--- config.mk ---
export PLATFORM = sky130hd
export DESIGN_NAME = sd_emmc_sdma_walker_flat
export DESIGN_NICKNAME = d
export VERILOG_FILES = /design/src/rtl/sd_emmc_sdma_walker_if.sv /design/src/rtl/sd_emmc_sdma_walker.sv /design/src/flat_wrapper.sv
export SDC_FILE = /design/constraint.sdc
export NUM_CORES = 1
export LEC_CHECK = 0
export BUFFER_PORTS_ARGS = -buffer_cell sky130_fd_sc_hd__buf_4
export CAP_MARGIN = 10
export CORE_AREA = 2 2 142 144
export DETAILED_ROUTE_END_ITERATION = 8
export DIE_AREA = 0 0 144 146
export REMOVE_ABC_BUFFERS = 1
export SYNTH_ARGS = -nofsm -noshare
export SYNTH_HDL_FRONTEND = slang
export SYNTH_SLANG_ARGS = --single-unit
--- constraint.sdc ---
create_clock -name clock -period 2.85 [get_ports clock]
set_input_delay 0.1425 -clock clock [delete_from_list [all_inputs] [get_ports clock]]
set_output_delay 0.1425 -clock clock [all_outputs]
set_load 0.05 [all_outputs]
--- src/rtl/sd_emmc_sdma_walker_if.sv ---
// Beat handshake and address bus between the data FIFO/bus master and the SDMA walker.
// The walker owns the address; the data path owns beat_valid.
interface sd_emmc_sdma_walker_if;
   logic        beat_valid;
   logic        beat_ready;
   logic [31:0] mem_addr;

   modport master (
      output beat_valid,
      input  beat_ready,
      input  mem_addr
   );

   modport slave (
      input  beat_valid,
      output beat_ready,
      output mem_addr
   );
endinterface

--- src/rtl/sd_emmc_sdma_walker.sv ---
// SDMA address walker: advances the system address per 32-bit beat, counts words/blocks,
// and pauses with a DMA interrupt at every buffer-boundary crossing until a new address is written.
module sd_emmc_sdma_walker #(
   parameter int unsigned BLKCNT_W  = 16,
   parameter int unsigned BLKSIZE_W = 12
) (
   input  logic                 clock,
   input  logic                 reset,
   input  logic                 start,
   input  logic                 stop,
   input  logic [31:0]          init_dma_sys_addr,
   input  logic                 sys_addr_wr,
   input  logic [31:0]          sys_addr_wdata,
   input  logic [2:0]           buf_boundary,
   input  logic [BLKSIZE_W-1:0] block_size,
   input  logic [BLKCNT_W-1:0]  block_count,
   input  logic                 blk_cnt_en,
   sd_emmc_sdma_walker_if.slave beat,
   output logic [BLKCNT_W-1:0]  blocks_left,
   output logic                 busy,
   output logic                 dma_int,
   output logic                 xfer_done
);

   localparam int unsigned WordW = BLKSIZE_W - 2;

   typedef enum logic [1:0] {StIdle, StRun, StPause} state_e;

   state_e              state_q;
   logic [31:0]         mem_addr_q;
   logic [BLKCNT_W-1:0] blocks_left_q;
   logic [2:0]          boundary_q;
   logic [WordW-1:0]    word_last_q;
   logic [WordW-1:0]    word_cnt_q;
   logic                dma_int_q;
   logic                xfer_done_q;

   logic [31:0] next_addr;
   logic [31:0] boundary_mask;
   logic        boundary_hit;
   logic        last_word;
   logic        last_beat;
   logic        unused_block_size;

   // Block size is a multiple of 4; the low bits carry no information.
   assign unused_block_size = ^block_size[1:0];

   assign next_addr     = mem_addr_q + 32'd4;
   assign boundary_mask = (32'h0000_1000 << boundary_q) - 32'd1;
   assign boundary_hit  = (next_addr & boundary_mask) == 32'd0;
   assign last_word     = (word_cnt_q == word_last_q);
   assign last_beat     = last_word && blk_cnt_en && (blocks_left_q == BLKCNT_W'(1));

   assign beat.beat_ready = (state_q == StRun);
   assign beat.mem_addr   = mem_addr_q;
   assign blocks_left     = blocks_left_q;
   assign busy            = (state_q != StIdle);
   assign dma_int         = dma_int_q;
   assign xfer_done       = xfer_done_q;

   always_ff @(posedge clock) begin
      if (!reset) begin
         state_q       <= StIdle;
         mem_addr_q    <= 32'd0;
         blocks_left_q <= '0;
         boundary_q    <= 3'd0;
         word_last_q   <= '0;
         word_cnt_q    <= '0;
         dma_int_q     <= 1'b0;
         xfer_done_q   <= 1'b0;
      end else begin
         dma_int_q   <= 1'b0;
         xfer_done_q <= 1'b0;
         unique case (state_q)
            StIdle: begin
               if (start) begin
                  if (blk_cnt_en && (block_count == '0)) begin
                     xfer_done_q <= 1'b1;
                  end else begin
                     mem_addr_q    <= init_dma_sys_addr;
                     blocks_left_q <= block_count;
                     boundary_q    <= buf_boundary;
                     word_last_q   <= block_size[BLKSIZE_W-1:2] - WordW'(1);
                     word_cnt_q    <= '0;
                     state_q       <= StRun;
                  end
               end else if (sys_addr_wr) begin
                  mem_addr_q <= sys_addr_wdata;
               end
            end
            StRun: begin
               if (stop) begin
                  state_q     <= StIdle;
                  xfer_done_q <= 1'b1;
               end else if (beat.beat_valid) begin
                  mem_addr_q <= next_addr;
                  if (last_word) begin
                     word_cnt_q <= '0;
                     if (blk_cnt_en) begin
                        blocks_left_q <= blocks_left_q - BLKCNT_W'(1);
                     end
                  end else begin
                     word_cnt_q <= word_cnt_q + WordW'(1);
                  end
                  // Completion takes priority over a coincident boundary crossing.
                  if (last_beat) begin
                     state_q     <= StIdle;
                     xfer_done_q <= 1'b1;
                  end else if (boundary_hit) begin
                     state_q   <= StPause;
                     dma_int_q <= 1'b1;
                  end
               end
            end
            StPause: begin
               if (stop) begin
                  state_q     <= StIdle;
                  xfer_done_q <= 1'b1;
               end else if (sys_addr_wr) begin
                  mem_addr_q <= sys_addr_wdata;
                  state_q    <= StRun;
               end
            end
            default: state_q <= StIdle;
         endcase
      end
   end

endmodule

--- src/flat_wrapper.sv ---
// flat-port wrapper written by rule: the top's interface ports become plain ports
module sd_emmc_sdma_walker_flat 
#(
   parameter int unsigned BLKCNT_W  = 16,
   parameter int unsigned BLKSIZE_W = 12
)
  (clock, reset, start, stop, init_dma_sys_addr, sys_addr_wr, sys_addr_wdata, buf_boundary, block_size, block_count, blk_cnt_en, blocks_left, busy, dma_int, xfer_done, beat_beat_valid, beat_beat_ready, beat_mem_addr);
  sd_emmc_sdma_walker_if beat_i ();
  input  logic clock;
  input  logic reset;
  input  logic start;
  input  logic stop;
  input  logic [31:0] init_dma_sys_addr;
  input  logic sys_addr_wr;
  input  logic [31:0] sys_addr_wdata;
  input  logic [2:0] buf_boundary;
  input  logic [BLKSIZE_W-1:0] block_size;
  input  logic [BLKCNT_W-1:0] block_count;
  input  logic blk_cnt_en;
  output logic [BLKCNT_W-1:0] blocks_left;
  output logic busy;
  output logic dma_int;
  output logic xfer_done;
  input wire logic [$bits(beat_i.beat_valid)-1:0] beat_beat_valid;
  output wire logic [$bits(beat_i.beat_ready)-1:0] beat_beat_ready;
  output wire logic [$bits(beat_i.mem_addr)-1:0] beat_mem_addr;
  assign beat_i.beat_valid = beat_beat_valid;
  assign beat_beat_ready = beat_i.beat_ready;
  assign beat_mem_addr = beat_i.mem_addr;
  sd_emmc_sdma_walker #(.BLKCNT_W(BLKCNT_W), .BLKSIZE_W(BLKSIZE_W)) u_core (.clock(clock), .reset(reset), .start(start), .stop(stop), .init_dma_sys_addr(init_dma_sys_addr), .sys_addr_wr(sys_addr_wr), .sys_addr_wdata(sys_addr_wdata), .buf_boundary(buf_boundary), .block_size(block_size), .block_count(block_count), .blk_cnt_en(blk_cnt_en), .beat(beat_i), .blocks_left(blocks_left), .busy(busy), .dma_int(dma_int), .xfer_done(xfer_done));
endmodule
Yosys cells after proc, flatten, opt, wreduce, memory -nomap -nowiden. Cells that the tools add are included.

ROM bits: 0. Flip-flop bits (word level): 75. RAM bits: 0. Logic and storage cells: 86. Input bits: 102. Bits in latches: 0. Memories kept: 0. Output and inout port bits: 52.

Reduce and logical (&&, ||, !) cells: 15. Mux-type cells: 37. Add/sub/neg operators: 5. Equality and inequality tests: 15. $mul: 0. Divide/modulo/power cells: 0. Bitwise operators: 5. Shifts and indexed selects: 1. $lt $le $gt $ge: 0.

Operators with widths (number): $mux 32 (6); $mux 16 (6); $pmux 32 s3 (1); $mux 10 (5); $add 32x3->32 const B (1); $and 32x32->32 (1); $logic_not 32->1 (1); $pmux 16 s2 (1); $shl 13x3->32 const A (1); $sub 32x1->32 const B (1); $pmux 10 s2 (1); $eq 16x1->1 const B (1); $logic_not 16->1 (1); $mux 2 (8); $sub 16x1->16 const B (1); $reduce_and 5->1 (3); $ne 2x2->1 const B (6); $add 10x1->10 const B (1); $eq 10x10->1 (1); $sub 10x1->10 const B (1); $ne 3x3->1 const B (3); $mux 1 (7); $reduce_and 7->1 (1); $pmux 2 s3 (1); other kinds (12) (18).

Longest topological paths before layout. Gate-level depths: netlist of the first run.

Depth in word-level cells: 9. Gate-level depth with buffers: 11. Depth with buffers taken out: 9.

Worst setup path after synthesis of the first run. Ideal clock, no wire load.

Path type: reg-to-reg. From: reg u_core.mem_addr_q[3], in the netlist u_core.beat.mem_addr[3]. To: reg u_core.state_q[1]. Arrival: 3.088 ns. Period minus slack after synthesis: 3.158 ns. Slack: -0.308 ns. Required time: 2.780 ns. Stages on the path, launching flop included: 11. Setup time: 0.070 ns. Path buffers: 1. Cell sequence: dfxtp_1 -> ha_1 -> buf_4 -> nand4_2 -> nor4_1 -> mux2_2 -> a211o_1 -> o211ai_1 -> and4bb_1 -> a311o_1 -> a21boi_1.

Longest elaborated chain between the ends: 5.

Ends and longest elaborated chain: start: declaration (RTL line sd_emmc_sdma_walker.sv:30) `logic [31:0] mem_addr_q;`; start signal: assignment (RTL line sd_emmc_sdma_walker.sv:80) `mem_addr_q <= init_dma_sys_addr;`; start signal: assignment (RTL line sd_emmc_sdma_walker.sv:88) `mem_addr_q <= sys_addr_wdata;`; start signal: assignment (RTL line sd_emmc_sdma_walker.sv:96) `mem_addr_q <= next_addr;`; $add 32x3->32 (RTL line sd_emmc_sdma_walker.sv:48) `assign next_addr = mem_addr_q + 32'd4;`; $and 32x32->32 (RTL line sd_emmc_sdma_walker.sv:50) `assign boundary_hit = (next_addr & boundary_mask) == 32'd0;`; $logic_not 32->1 (RTL line sd_emmc_sdma_walker.sv:50); $ne 4x2->1 (no source line); $reduce_and 5->1 (no source line); end signal: assignment (RTL line sd_emmc_sdma_walker.sv:63) `state_q <= StIdle;`; end signal: assignment (RTL line sd_emmc_sdma_walker.sv:85) `state_q <= StRun;`; end signal: assignment (RTL line sd_emmc_sdma_walker.sv:93) `state_q <= StIdle;`; end: declaration (RTL line sd_emmc_sdma_walker.sv:29) `state_e state_q;`.

Every way passes these cells. A chain may end at the register's enable or synchronous reset.

Final worst setup path of the first run.
From: reg u_core.mem_addr_q[8], in the netlist u_core.beat.mem_addr[8]. To: reg u_core.state_q[1].

The elaborated chain is that of the path after synthesis.

==> results of run 1 <==
[where the power goes]
group / switching, mW / internal (mW)
logic: 1.59 / 0.932
clock network: 0.454 / 0.752
registers: 0.221 / 1.23
total: 2.27 / 2.91
[layout by cell type (no fill, tap or decap), types with 7 or more instances in the layout]
cell type,netlist,layout
a31oi_1,10,10
mux2i_1,34,34
nand2b_1,7,7
and3_1,7,7
o21ai_0,84,84
or3_1,9,9
ha_1,12,12
clkbuf_16,0,9
xnor2_1,17,17
and2_1,16,16
inv_1,18,18
dfxtp_1,75,73
nor4_1,16,16
a21oi_1,34,33
buf_4,8,189
nor3_1,36,36
o211a_1,14,14
xor2_1,24,24
nor2b_1,15,15
nand4_1,13,13
a21boi_0,24,24
nor2_1,65,64
nand3_1,22,22
nand2_1,86,86
[logic make-up after synthesis]
| kind of cell | Yosys count | synth area share (%) |
|---|---|---|
| buf+inv | 80 | 5.89 |
| flops | 75 | 26.1 |
| simple gates | 314 | 27.7 |
| fa+ha+maj | 12 | 2.61 |
| compound gates | 224 | 25.3 |
| mux | 35 | 6.11 |
| xor+xnor | 41 | 6.24 |
[layer usage]
layer,track usage (%),vias to the layer above,part of all wire (%)
met5,0,-,0
met4,5.15,0,1.6
met3,3.26,23,6.2
met2,26.1,187,44
met1,25.9,2854,49
li1,-,3108,-
[flip-flops by register name, indices dropped and copies added (netlist names)]
register              count
u_core.xfer_done          1
u_core.word_last_q       10
u_core.beat.mem_addr     32
u_core.dma_int            1
u_core.state_q            2
u_core.blocks_left       16
u_core.word_cnt_q        10
u_core.boundary_q         3
[stage by stage]
stage | util (%) | setup slack, ns
2_1_floorplan | - | -0.873
3_3_place_gp | 37.7 | 0.273
3_5_place_dp | 37.7 | 0.195
4_1_cts | 39.3 | 0.173
5_1_grt | 39.3 | 0.00606
6_report | 39.3 | 0.182
[layout make-up]
type | instances | area, µm² | share of cell area (%)
Clock buffer | 15 | 278 | 3.65
Clock inverter | 1 | 30.0 | 0.395
Inverter | 19 | 71.3 | 0.938
Multi-Input combinational cell | 626 | 3930 | 51.7
Sequential cell | 75 | 1500 | 19.8
Tap cell | 265 | 332 | 4.36
Timing Repair Buffer | 191 | 1460 | 19.2
[worst min-delay path: stages]
cell,delay [ns]
buf_4,0.13
nand2_1,0.05
nor2_1,0.03
[timing repair]
action,in CTS,in global routing
hold endpoints to repair,0,0
resized for setup,0,2
endpoints found under the setup margin,0,2
[worst max-delay path by stage]
stage	start	to	slack, ns	cells after the start
after floorplan	u_core.state_q[1]	u_core.beat.mem_addr[3]	-0.87	8
after global placement	u_core.beat.mem_addr[7]	u_core.state_q[0]	0.27	8
after detailed placement	u_core.beat.mem_addr[7]	u_core.state_q[1]	0.20	9
after CTS	u_core.beat.mem_addr[7]	u_core.state_q[1]	0.17	9
after global routing	u_core.beat.mem_addr[8]	u_core.state_q[0]	0.006	9
final	u_core.beat.mem_addr[8]	u_core.state_q[1]	0.18	9
==> results.toml, run 1 <==
[setup_path]
reg2reg_from = "u_core.beat.mem_addr[8]"
path_cells = "nand3_2, nor4_1, buf_4, mux2_2, a211o_1, o211ai_1, and4bb_1, a311o_1, a21boi_1"
rr_endpoint = "u_core.state_q[1]"
start_kind = "register"
worstSetupEndpointType = "register"
crit_fanout = 10
max_stage_delay_ns = 0.53
r2r_setup_slack_ns = 0.18
critical_path.top_delay_family = "simple AND/OR/NAND/NOR gates"
path_class = "reg2reg"
rr_worst_depth = 9
crit_buf_inv = 1
required_ns = 3.13
cp.arrival_ns = 2.95
slowest_stage = "dfxtp_1"

[timing]
min_period_over_period_pct = 93.6
finalHoldWorstSlack_ns = 0.0603
finalHoldViolations = 0
rsz0062_at_grt = "false"
fin_setup_tns_ns = 0
skew_ns = 0.00884
setup_violations = 0
slew_viol_final = 0
min_period_ns = 2.67
worst_pin_slew_ns = 0.651
fmax_ghz = 0.375
maxSlewHeadroom_pct = 56.6

[pwr]
leakagePower_nw = 3.29
powerDensity_nw_per_um2 = 681
power_mw = 5.18
ir_worst_vdd_uv = 297

[grt]
antenna_found_initial = 0
grt_pass1_wl_mm = 29.9
grt_use_total_pct = 17.6
grt_pass1_vias = 5709
grt_max_degree = 42
overflow = 0

[floorplan]
initial_core_util_pct = 29.8
io_pins = 154
die_width_um = 144
dieHeight_um = 146
num_rows = 51
coreArea_um2 = 19300
die_area_um2 = 21000

[synthesis]
yosysTopAreaCell = "dfxtp_1"
synth_top_cell_area_share_pct = 26.1
yosysWarnings = 0
synthCells = 781
yosysMostFrequentCell = "nand2_1"
synth_edf_count = 0
synth_common_cells = "nand2_1 (86), o21ai_0 (84), dfxtp_1 (75), nor2_1 (65), clkbuf_1 (45)"
ys.flop_type = "dfxtp_1"
seq_area_frac_synth_pct = 26.1
syn_avg_cell_area_um2 = 7.37
synth_cell_type_count = 68
ys_ff_latch = 75
mappedNetlistArea_um2 = 5750
ys_top_cells_by_area = "dfxtp_1 (26%), o21ai_0 (7.3%), mux2i_1 (5.9%)"
ys_async_sr_fraction_pct = 0

[clock_tree]
cts_buffers = 9
insertion_delay_ns = 0.34
cts_tree = "done"
clk_path_buf_depth = 2
post-cts-setup-buffers = 0
htreeDepth = 3
clk_pin_slew_ns = 0.06
cts_hold_buf = 0
clockRootBuffer = "clkbuf_16"
cts_sinks = 75

[layout]
fillers = 2013
drive_gt1_share_pct = 24.2
diodes = 0
fin_cells = 1192
area_growth_pct = 32.2
stdcell_area_um2 = 7610
finalNetCount = 1036

[placed_design]
placed_area_um2 = 7300
placed_cells = 1176
port_buffers = 151
gp_congestion = 0.854
dp_hpwl_mm = 13.6

[routing]
drtPass1Iterations = 5
route.vias.total = 6172
drt_wl_total_mm = 18.6
drt_iter0_drc = 340
wl_per_cell_um = 15.6
remaining_drc_errors = 0
ant_nets = 0
via_per_inst = 5.18

[hold_path]
whs_endpoint = "u_core.dma_int"
hold_path_depth = 3
holdCritStartpoint = "beat_beat_valid"
hold_class = "in2reg"

[run]
max_cap_violations = 0

[outcome]
outcome = "completed"
(Power assumes the default switching activity.)
==> inputs of run 2 (changes only) <==
Settings changed: BUFFER_PORTS_ARGS -buffer_cell sky130_fd_sc_hd__buf_4 to unset, DONT_BUFFER_PORTS set to 1.
==> run 2 against run 1 <==
- utilization decreased by 4.1 points
- wire length decreased by 2.6%
- power increased by 0.38%
- non-clock buffer count decreased by 115
- clock skew about the same
- sequential power about the same
- final cell count decreased by 9.6%
- die area unchanged
- critical path depth unchanged
- register-to-register slack improved by 0.04 ns
- global-route usage decreased by 0.51 points
==> results.toml, run 2 (synthesized netlist as in run 1, its figures left out) <==
[outcome]
outcome = "completed"

[grt]
grt_pass1_vias = 5323
antenna_found_initial = 0
met2_usage_pct = 25.8
grt_pass1_wl_mm = 28.4
gr-usage-met3_pct = 4.64
grt_util_met1_pct = 23.7
grt_use_total_pct = 17.1
grt_max_degree = 67
overflow = 0
busiest_layer = "met2"

[setup_path]
path_class = "reg2reg"
worstSetupEndpointType = "register"
cp.arrival_ns = 2.86
crit_buf_inv = 1
start_kind = "register"
max_stage_delay_ns = 0.40
rr_worst_depth = 9
critical_path.top_delay_family = "simple AND/OR/NAND/NOR gates"
path_cells = "buf_4, and4_1, nand4_1, o31a_1, o21ai_1, o211ai_1, and4bb_1, a31oi_1, mux2i_1"
crit_fanout = 9
slowest_stage = "dfxtp_1"
required_ns = 3.08
cp.depth = 9

[clock_tree]
htreeDepth = 3
cts_buffers = 9
cts_sinks = 75
clockRootBuffer = "clkbuf_16"
post-cts-setup-buffers = 0
clk_pin_slew_ns = 0.06
cts_tree = "done"
clk_path_buf_depth = 2
insertion_delay_ns = 0.35

[pwr]
p_int_mw = 2.96
seq_power_share_pct = 28.1
leakagePower_nw = 2.74
p_sw_mw = 2.24
ir_worst_vdd_uv = 296
power_mw = 5.20
swShare_pct = 43.1
powerDensity_nw_per_um2 = 763
clock_power_share_pct = 27.5
p_comb_share_pct = 44.4

[floorplan]
coreArea_um2 = 19300
die_width_um = 144
num_rows = 51
io_pins = 154
dieHeight_um = 146
die_area_um2 = 21000
initial_core_util_pct = 29.8

[layout]
final_common_cell = "nand2_1"
diodes = 0
drive_gt1_share_pct = 13.1
largest_register_ffs = 32
finalNetCount = 921
fillers = 2033
stdcell_area_um2 = 6810
area_growth_pct = 18.4
layout.cells.most_common_list = "nand2_1 (86), o21ai_0 (84), dfxtp_1 (75)"

[timing]
slew_viol_final = 0
worst_pin_slew_ns = 0.641
skew_ns = 0.00882
fmax_ghz = 0.380
rsz0062_at_grt = "false"
setup_violations = 0
finalHoldViolations = 0
min_period_over_period_pct = 92.2
maxSlewHeadroom_pct = 56.7
min_period_ns = 2.63

[placed_design]
dp_hpwl_mm = 13.2
placed_area_um2 = 6360
port_buffers = 0
gp_congestion = 0.880

[routing]
drt_iter0_drc = 311
route.vias.total = 5719
remaining_drc_errors = 0
via_per_inst = 5.31
drt_wl_total_mm = 18.1
wl_per_cell_um = 16.8
drtPass1Iterations = 4
ant_nets = 0

[hold_path]
hold_class = "in2reg"
hold_path_depth = 3

[run]
max_cap_violations = 0
==> run 2: changes by cell type in the layout (fill, tap and decap cells not counted), moves of 3 or more <==
cell,previous run,this run
buf_4,189,69
dlygate4sd3_1,0,5
bufinv_16,1,4
clkbuf_8,3,0
==> run 2: per-layer routing <==
metal / routed length [µm] / vias up
met5: 0 / -
met4: 340 / 0
met3: 1380 / 23
met2: 7890 / 179
met1: 8470 / 2633
li1: - / 2884
==> run 2: worst register-to-register path: stages, from the launching register on <==
cell	delay [ns]
dfxtp_1	0.40
buf_4	0.28
and4_1	0.30
nand4_1	0.27
o31a_1	0.38
o21ai_1	0.16
o211ai_1	0.10
and4bb_1	0.37
a31oi_1	0.12
mux2i_1	0.13
==> run 2: power by group through the flow <==
| stage | clock, mW | combinational (mW) | sequential (mW) |
|---|---|---|---|
| 6_report | 1.43 | 2.31 | 1.46 |
| 5_1_grt | 1.49 | 2.53 | 1.49 |
| 4_1_cts | 1.46 | 2.31 | 1.46 |
| 3_5_place_dp | 0 | 2.27 | 1.48 |
| 3_3_place_gp | 0 | 2.26 | 1.48 |
| 2_1_floorplan | 0 | 1.12 | 1.94 |
==> run 2: repair_timing <==
item / 4_1_cts / 5_1_grt
endpoints found under the hold margin: 66 / 0
gates resized for setup: 0 / 2
endpoints found under the setup margin: 0 / 2
hold buffers: 6 / 0
==> run 2: layout make-up <==
type                       instances  area, µm²  area share [%]
clock buffer                      10        229            3.36
clock inverter                     6        136            2.00
inverter                          19       71.3            1.05
timing repair buffer              76        607            8.91
tap                              265        332            4.87
multi-input combinational        626       3940            57.8
sequential                        75       1500            22.0
==> run 2: stage by stage <==
stage	setup TNS (ns)	utilization, %	std cells	setup slack, ns	hold slack [ns]
after floorplan	-24.04	-	720	-0.873	0.256
after global placement	0	32.9	1055	0.268	0.276
after detailed placement	0	32.9	1055	0.237	0.277
after CTS	0	35.2	1077	0.221	0.00990
after global routing	0	35.2	1077	0.0130	0.0298
final	0	35.2	1077	0.221	0.0269
==> run 2: path summary, 6_finish.rpt <==
| check | from | endpoint | slack (ns) |
|---|---|---|---|
| setup / recovery | u_core.beat.mem_addr[5] | u_core.state_q[0] | 0.22 |
| hold / removal | stop | u_core.dma_int | 0.03 |
| setup reg to reg | u_core.beat.mem_addr[5] | u_core.state_q[0] | 0.22 |
| hold reg to reg | u_core.state_q[0] | u_core.state_q[0] | 0.51 |
==> inputs of run 3 (changes only) <==
Settings changed: RECOVER_POWER set to 50.
==> run 3 against run 2 <==
- count of clock-buffer cells in the layout unchanged
- wire length up 0.14%
- power fell by 1.4%
- die area did not move
- critical path type unchanged
- largest power group unchanged
- highest routed layer unchanged
==> results.toml, run 3 (synthesized netlist as in run 1, its figures left out) <==
[floorplan]
die_area_um2 = 21000
coreArea_um2 = 19300
dieHeight_um = 146
num_rows = 51
io_pins = 154
die_width_um = 144
initial_core_util_pct = 29.8

[layout]
drive_gt1_share_pct = 9.24
diodes = 0
layout.cells.most_common_list = "nand2_1 (86), o21ai_0 (84), dfxtp_1 (75)"
fillers = 2063
final_util_pct = 34.6
largest_register_ffs = 32
area_growth_pct = 16.4
final_common_cell = "nand2_1"
stdcell_area_um2 = 6700
finalNetCount = 921

[timing]
setup_violations = 0
rsz0062_at_grt = "false"
fin_ws_ns = 0.200
finalHoldWorstSlack_ns = 0.0269
maxSlewHeadroom_pct = 31.0
fin_setup_tns_ns = 0
min_period_over_period_pct = 93.0
skew_ns = 0.00834
slew_viol_final = 0
worst_pin_slew_ns = 1.03
fmax_ghz = 0.377
min_period_ns = 2.65
finalHoldViolations = 0

[grt]
met2_usage_pct = 25.8
antenna_found_initial = 0
grt_util_met1_pct = 23.7
grt_use_total_pct = 17.1
grt_max_degree = 67
grt_pass1_vias = 5323
grt_pass1_wl_mm = 28.4
busiest_layer = "met2"
overflow = 0
gr-usage-met3_pct = 4.64

[hold_path]
whs_endpoint = "u_core.dma_int"
hold_path_depth = 3
holdCritStartpoint = "stop"
hold_class = "in2reg"

[setup_path]
required_ns = 3.08
r2r_setup_slack_ns = 0.20
path_cells = "buf_4, and4_1, nand4_1, o31a_1, o21ai_1, o211ai_1, and4bb_1, a31oi_1, mux2i_1"
start_kind = "register"
crit_fanout = 9
rr_worst_depth = 9
max_stage_delay_ns = 0.40
cp.arrival_ns = 2.88
startpoint = "u_core.beat.mem_addr[5]"
reg2reg_from = "u_core.beat.mem_addr[5]"
worstSetupEndpointType = "register"
rr_endpoint = "u_core.state_q[0]"
path_class = "reg2reg"
slowest_stage = "dfxtp_1"

[clock_tree]
clk_path_buf_depth = 2
cts_buffers = 9
insertion_delay_ns = 0.35
clk_pin_slew_ns = 0.06
clockRootBuffer = "clkbuf_16"
cts_sinks = 75
post-cts-setup-buffers = 0
cts_tree = "done"
htreeDepth = 3

[routing]
ant_nets = 0
drtPass1Iterations = 5
wl_per_cell_um = 16.8
via_per_inst = 5.34
drt_iter0_drc = 333
route.vias.total = 5746
remaining_drc_errors = 0
drt_wl_total_mm = 18.1

[pwr]
p_int_mw = 2.88
clock_power_share_pct = 27.9
seq_power_share_pct = 28.4
powerDensity_nw_per_um2 = 765
ir_worst_vdd_uv = 298
p_sw_mw = 2.24
leakagePower_nw = 2.62
swShare_pct = 43.8
p_comb_share_pct = 43.7

[placed_design]
dp_hpwl_mm = 13.2
port_buffers = 0
gp_congestion = 0.880
pre_cts_slack_ns = 0.237
placed_area_um2 = 6360

[outcome]
outcome = "completed"

[run]
max_cap_violations = 0
==> run 3: how the worst max path moves through the flow <==
| stage | end | slack (ns) | depth (start not counted) |
|---|---|---|---|
| 2_1_floorplan | u_core.beat.mem_addr[3] | -0.87 | 8 |
| 3_3_place_gp | u_core.state_q[1] | 0.27 | 10 |
| 3_5_place_dp | u_core.state_q[0] | 0.24 | 9 |
| 4_1_cts | u_core.state_q[0] | 0.22 | 9 |
| 5_1_grt | u_core.state_q[1] | 0.01 | 10 |
| 6_report | u_core.state_q[0] | 0.20 | 9 |
==> run 3: area by class of cell <==
class / instances / area [µm²] / area share, %
Inverter: 19 / 71.3 / 1.06
Timing Repair Buffer: 76 / 490 / 7.32
Clock inverter: 6 / 136 / 2.04
Sequential cell: 75 / 1500 / 22.4
Tap cell: 265 / 332 / 4.95
Multi-Input combinational cell: 626 / 3940 / 58.8
Clock buffer: 10 / 229 / 3.42
==> run 3: per-stage QoR <==
| step | std cells | total power [mW] |
|---|---|---|
| CTS | 1077 | 5.22 |
| finish | 1077 | 5.12 |
| global route | 1077 | 5.43 |
| global placement | 1055 | 3.74 |
| detailed placement | 1055 | 3.75 |
| floorplan | 720 | 3.07 |
==> run 3: timing repair <==
| action | in CTS | in global routing |
|---|---|---|
| resized for setup | 0 | 2 |
| endpoints found under the hold margin | 66 | 0 |
| endpoints found under the setup margin | 0 | 2 |
| hold buffers | 6 | 0 |
==> run 3: power by group through the flow <==
stage                     Combinational (mW)  Clock, mW  Sequential [mW]
after global routing                    2.45       1.49             1.49
after CTS                               2.31       1.46             1.46
after global placement                  2.26          0             1.48
after floorplan                         1.12          0             1.94
final                                   2.24       1.43             1.46
after detailed placement                2.27          0             1.48
==> run 3: worst max-delay path, delay by kind of cell, from the launching register on <==
| kind | cells | cell delay [ns] |
|---|---|---|
| AND/OR/NAND/NOR | 3 | 0.94 |
| AO/OA/AOI/OAI | 4 | 0.76 |
| buffers and inverters | 1 | 0.28 |
| flip-flops | 1 | 0.40 |
| multiplexers | 1 | 0.13 |
==> run 3: metal layers <==
metal	vias up	part of all wire, %
met2	167	44
met1	2676	47
met5	-	0
met3	22	7.2
li1	2881	-
met4	0	1.9
